--- src/rtl/ifetch_queue.sv ---
// Instruction fetch front end: owns the sequential fetch PC, issues one
// outstanding word read at a time to instruction memory, buffers returned
// instructions with their PCs and hands them to decode over valid/ready.
// A redirect flushes the queue and restarts fetch at the new target.
//
// Ports:
//   clk, reset            clock, asynchronous active-high reset
//   redirect, redirect_pc restart request from pc_logic (low two bits dropped)
//   imem_req, imem_addr   read request / word address (held until imem_ack)
//   imem_ack, imem_rdata  transfer completion and instruction data
//   inst_valid, inst_out, inst_pc, inst_ready   decode-side handshake
module ifetch_queue #(
  parameter int unsigned DEPTH    = 2,
  parameter logic [31:0] RESET_PC = 32'h0000_0000
) (
  input  logic        clk,
  input  logic        reset,
  input  logic        redirect,
  input  logic [31:0] redirect_pc,
  output logic        imem_req,
  output logic [31:0] imem_addr,
  input  logic        imem_ack,
  input  logic [31:0] imem_rdata,
  output logic        inst_valid,
  output logic [31:0] inst_out,
  output logic [31:0] inst_pc,
  input  logic        inst_ready
);

  localparam int unsigned AW = (DEPTH > 1) ? $clog2(DEPTH) : 1;
  localparam int unsigned CW = $clog2(DEPTH + 1);
  localparam logic [CW-1:0] DEPTH_C = CW'(DEPTH);

  typedef enum logic [1:0] {
    IDLE  = 2'd0,
    FETCH = 2'd1,
    DRAIN = 2'd2
  } state_t;

  typedef struct packed {
    logic [31:0] pc;
    logic [31:0] inst;
  } entry_t;

  state_t        state, state_next;
  logic [31:0]   fetch_pc, fetch_pc_next;
  logic [31:0]   pend_pc, pend_pc_next;
  logic [CW-1:0] count, count_next;
  logic [AW-1:0] head, tail;
  entry_t        queue_mem [DEPTH];

  logic        push;
  logic        pop;
  logic        flush;
  logic [31:0] redirect_tgt;
  logic        unused_lsbs;

  // Redirect targets are word aligned; the dropped bits carry no meaning.
  assign redirect_tgt = {redirect_pc[31:2], 2'b00};
  assign unused_lsbs  = ^redirect_pc[1:0];

  // Outputs decoded from registered state only.
  assign imem_req   = (state == FETCH) || (state == DRAIN);
  assign imem_addr  = fetch_pc;
  assign inst_valid = (count != '0);
  assign inst_out   = queue_mem[head].inst;
  assign inst_pc    = queue_mem[head].pc;

  // Only a completed fetch in FETCH without a competing redirect is kept.
  assign push  = (state == FETCH) && imem_ack && !redirect;
  assign pop   = inst_valid && inst_ready;
  assign flush = redirect;

  assign count_next = flush ? '0 : CW'(count + CW'(push) - CW'(pop));

  // State register.
  always_ff @(posedge clk or posedge reset) begin
    if (reset) state <= IDLE;
    else       state <= state_next;
  end

  // Next-state and fetch address selection.
  always_comb begin
    state_next    = state;
    fetch_pc_next = fetch_pc;
    pend_pc_next  = pend_pc;
    case (state)
      IDLE: begin
        if (redirect) begin
          fetch_pc_next = redirect_tgt;
          state_next    = FETCH;
        end else if (count_next < DEPTH_C) begin
          state_next = FETCH;
        end
      end
      FETCH: begin
        if (redirect && imem_ack) begin
          fetch_pc_next = redirect_tgt;
        end else if (redirect) begin
          // Old request must still complete before the new one can issue.
          pend_pc_next = redirect_tgt;
          state_next   = DRAIN;
        end else if (imem_ack) begin
          fetch_pc_next = fetch_pc + 32'd4;
          if (count_next >= DEPTH_C) state_next = IDLE;
        end
      end
      DRAIN: begin
        if (imem_ack) begin
          fetch_pc_next = redirect ? redirect_tgt : pend_pc;
          state_next    = FETCH;
        end else if (redirect) begin
          pend_pc_next = redirect_tgt;
        end
      end
      default: state_next = IDLE;
    endcase
  end

  // Fetch PC, pending target and queue bookkeeping.
  always_ff @(posedge clk or posedge reset) begin
    if (reset) begin
      fetch_pc <= RESET_PC;
      pend_pc  <= '0;
      count    <= '0;
      head     <= '0;
      tail     <= '0;
    end else begin
      fetch_pc <= fetch_pc_next;
      pend_pc  <= pend_pc_next;
      count    <= count_next;
      if (flush) begin
        head <= '0;
        tail <= '0;
      end else begin
        if (push) tail <= AW'(tail + 1'b1);
        if (pop)  head <= AW'(head + 1'b1);
      end
    end
  end

  // Queue storage; contents are qualified by count, so no reset needed.
  always_ff @(posedge clk) begin
    if (push) queue_mem[tail] <= '{pc: fetch_pc, inst: imem_rdata};
  end

endmodule
--- config.mk ---
export PLATFORM = sky130hd
export DESIGN_NAME = ifetch_queue
export DESIGN_NICKNAME = d
export VERILOG_FILES = /design/src/rtl/ifetch_queue.sv
export SDC_FILE = /design/constraint.sdc
export NUM_CORES = 1
export LEC_CHECK = 0
export ABC_AREA = 1
export BUFFER_PORTS_ARGS = -buffer_cell sky130_fd_sc_hd__buf_2
export CAP_MARGIN = 20
export CORE_UTILIZATION = 41
export DETAILED_ROUTE_END_ITERATION = 8
export PLACE_DENSITY = 0.71
export RECOVER_POWER = 25
export SLEW_MARGIN = 15
export SYNTH_ARGS = -nofsm -noshare
export SYNTH_HDL_FRONTEND = slang
export SYNTH_SLANG_ARGS = --single-unit
--- constraint.sdc ---
create_clock -name clk -period 9.3 [get_ports clk]
set_input_delay 0 -clock clk [delete_from_list [all_inputs] [get_ports clk]]
set_output_delay 0 -clock clk [all_outputs]
set_load 0.005 [all_outputs]
==> reports/qor.txt <==
Sw Pwr: 1.36 mW
Overall routing resource usage: 19.8%
Crit path kind: reg2reg
Number of synthesized flops with an enable pin: 128
Cell Rows: 55
Initial Util: 41.8%
Final Power: 3.46 mW
Num CTS Buffers: 17
Largest net degree at the start of global routing: 71
Post-synth ARST share: 35.4%
Yosys warns: 0
Yosys top cell by area: edfxtp_1
Worst Max-Slew Pin Slew: 0.945 ns
RSZ-0062 raised after global routing: no
Yosys reg bits: 198
Clock root cell: clkbuf_16
Max-Cap Viols: 0
Synth Instances: 973
Area contributors post-synth: edfxtp_1 (40%), dfrtp_1 (18%), nand2_1 (12%)
Gr ovfl total: 0
PostCTS Resize Cnt: 0
# DRC: 0
Share of cells above drive strength 1: 23.1%
Core area: 22700 µm²
Setup_tns: 0 ns
Top FF cell, synth: edfxtp_1
Vias/cell: 5.02
CP Data Arrival Time: 3.55 ns
Sequential share of power: 39.3%
Rel. slew slack: 37.0%
Clock slew at reported path FFs: 0.07 ns
Port bufs: 164
Syn Area/Cell: 9.77 µm²
Final wirelength: 23100 µm
GP Congestion: 0.863
Worst-path fanout max: 21
Synth top area share: 40.4%
Net Sw Frac: 39.2%
H-tree depth: 4
Internal power: 2.10 mW
CTS tree: yes
Yosys cell types: 34
Final Max Tran Viols: 0
Chip height: 154 µm
Pwr Density: 294 nW/µm²
Antenna viol nets, final: 0
CTS sink count: 198
DRT Pass-1 Iters: 7
Initial antenna violation count: 0
Hold Crit Class: in2reg
Via Count: 7451
Sequential area share after synthesis: 58.9%
Post-Syn Nets: 1049
Crit path time final: 3.24 ns
DIE AREA: 23800 µm²
Clock tree buffer depth: 2
Clock latency on the worst-skew pair: 0.43 ns
Clock skew: 0.0125 ns
Width of the die: 154 µm
Design area: 11800 µm²
Crit path capture type: flip-flop
N_diodes: 0
Starting DRT DRC Count: 753
Final nets: 1263
Post-Syn Area: 9500 µm²
Number of top-level pins: 167
Maximum VDD drop: 0.000162 V
Final hold violations: 0
Placed cell area: 10500 µm²
Clk pwr share: 22.1%
Final setup viols: 0
CP Launch Type: flip-flop
Period Utilization, post-route: 34.8%
DP Wirelength: 15000 µm
First-pass GRT wire length: 36700 µm
FMAX: 309 MHz
DR WL/cell: 15.6 µm
Crit path required time: 9.61 ns
Vias in the first global route: 7038
Combinational power share: 38.6%
Area Overhead vs Synth: 24.1%
Static Leakage: 4.99 nW
Status: complete, no violations
==> placed cells by master (no fill, tap or decap), types with 42 or more instances in the layout <==
cell / count
mux2_2: 64
nor2_1: 68
buf_2: 141
edfxtp_1: 128
o21ai_0: 65
dlygate4sd3_1: 64
a21oi_1: 42
inv_1: 79
nand2_1: 297
dfrtp_1: 69
==> sequential cells by signal, indices dropped and copies added (netlist names) <==
| signal | cells |
|---|---|
| tail | 1 |
| head | 1 |
| pend_pc | 32 |
| state | 2 |
| queue_mem | 128 |
| count | 2 |
| imem_addr | 32 |
==> metrics by stage <==
stage	util [%]	setup slack [ns]	hold slack (ns)	std cells
after floorplan	-	5.18	0.0989	973
after global placement	46.4	6.18	0.188	1387
after detailed placement	46.4	6.11	0.191	1387
after CTS	51.9	6.07	0.00137	1483
after global routing	51.9	5.86	0.0621	1485
final	51.9	6.06	0.0132	1485
==> routing by layer <==
| metal | track usage (%) | wire [µm] | up-vias |
|---|---|---|---|
| met5 | 0 | 0 | - |
| met3 | 3.22 | 1280 | 22 |
| met4 | 6.19 | 282 | 0 |
| met2 | 33.8 | 11400 | 241 |
| met1 | 25.8 | 10100 | 3526 |
| li1 | - | - | 3662 |
==> final cells by class <==
cell class	instances	area, µm²
fillers	2059	10900
well taps	285	357
flip-flops and latches	198	5600
clock buffers	17	425
inverters	85	319
repair buffers	237	1520
clock inverters	15	190
multi-input cells	648	3390
==> power by group through the flow <==
stage	sequential, mW	clock [mW]	combinational, mW
detailed placement	1.38	0	1.28
floorplan	1.32	0	0.927
global route	1.39	0.814	1.51
global placement	1.37	0	1.26
CTS	1.36	0.782	1.32
finish	1.36	0.766	1.34
==> cell usage after synthesis, types with 3 or more instances <==
cell	number
nand2_1	297
edfxtp_1	128
inv_1	80
dfrtp_1	70
nor2_1	70
o21ai_0	65
mux2_2	64
a21oi_1	42
nand3_1	33
o21ai_1	20
clkbuf_1	19
buf_2	14
ha_1	7
nand2_2	7
nor2_4	7
a22oi_1	5
buf_4	5
inv_2	5
nor2_2	5
a221oi_1	4
and2_1	3
buf_6	3
o21bai_1	3
==> critical path: stages (launching register included) <==
cell and delay, ns:
dfrtp_1 0.42, inv_1 0.09, ha_1 0.73, nand3_1 0.43, ha_1 0.39, inv_1 0.06
ha_1 0.13, inv_1 0.04, or2_2 0.29, nand3_1 0.10, inv_1 0.07, a21oi_1 0.11
nand2_1 0.11, nand2_1 0.07, o21ai_0 0.08
==> kinds of logic after synthesis <==
kind of cell	count (synthesis)	share of synthesized area (%)
compound gates	145	8.14
mux	64	7.58
flops	198	58.9
fa+ha+maj	7	0.922
buf+inv	127	5.64
simple gates	429	18.6
xor+xnor	3	0.277
==> timing repair <==
item,in CTS,in global routing
hold buffers,64,0
setup endpoints to repair,0,0
endpoints found under the hold margin,194,0
setup buffers,0,0
==> path summary, 6_finish.rpt <==
check | from | end | slack (ns) | depth (start not counted)
min in group asynchronous | reset | pend_pc[0]$_DFFE_PP0P_ | 0.38 | 4
worst min-delay path | imem_ack | tail$_DFFE_PP0P_ | 0.01 | 4
worst max-delay path | state[1]$_DFFE_PP0P_ | state[1]$_DFFE_PP0P_ | 6.06 | 14
worst max register to register | state[1]$_DFFE_PP0P_ | state[1]$_DFFE_PP0P_ | 6.06 | 14
worst min register to register | imem_addr[1]$_DFFE_PP0P_ | queue_mem[0][33]$_DFFE_PP_ | 0.51 | 0
max in group asynchronous | reset | head$_DFFE_PP0P_ | 8.25 | 4
Power figures use the tool's default switching activity.
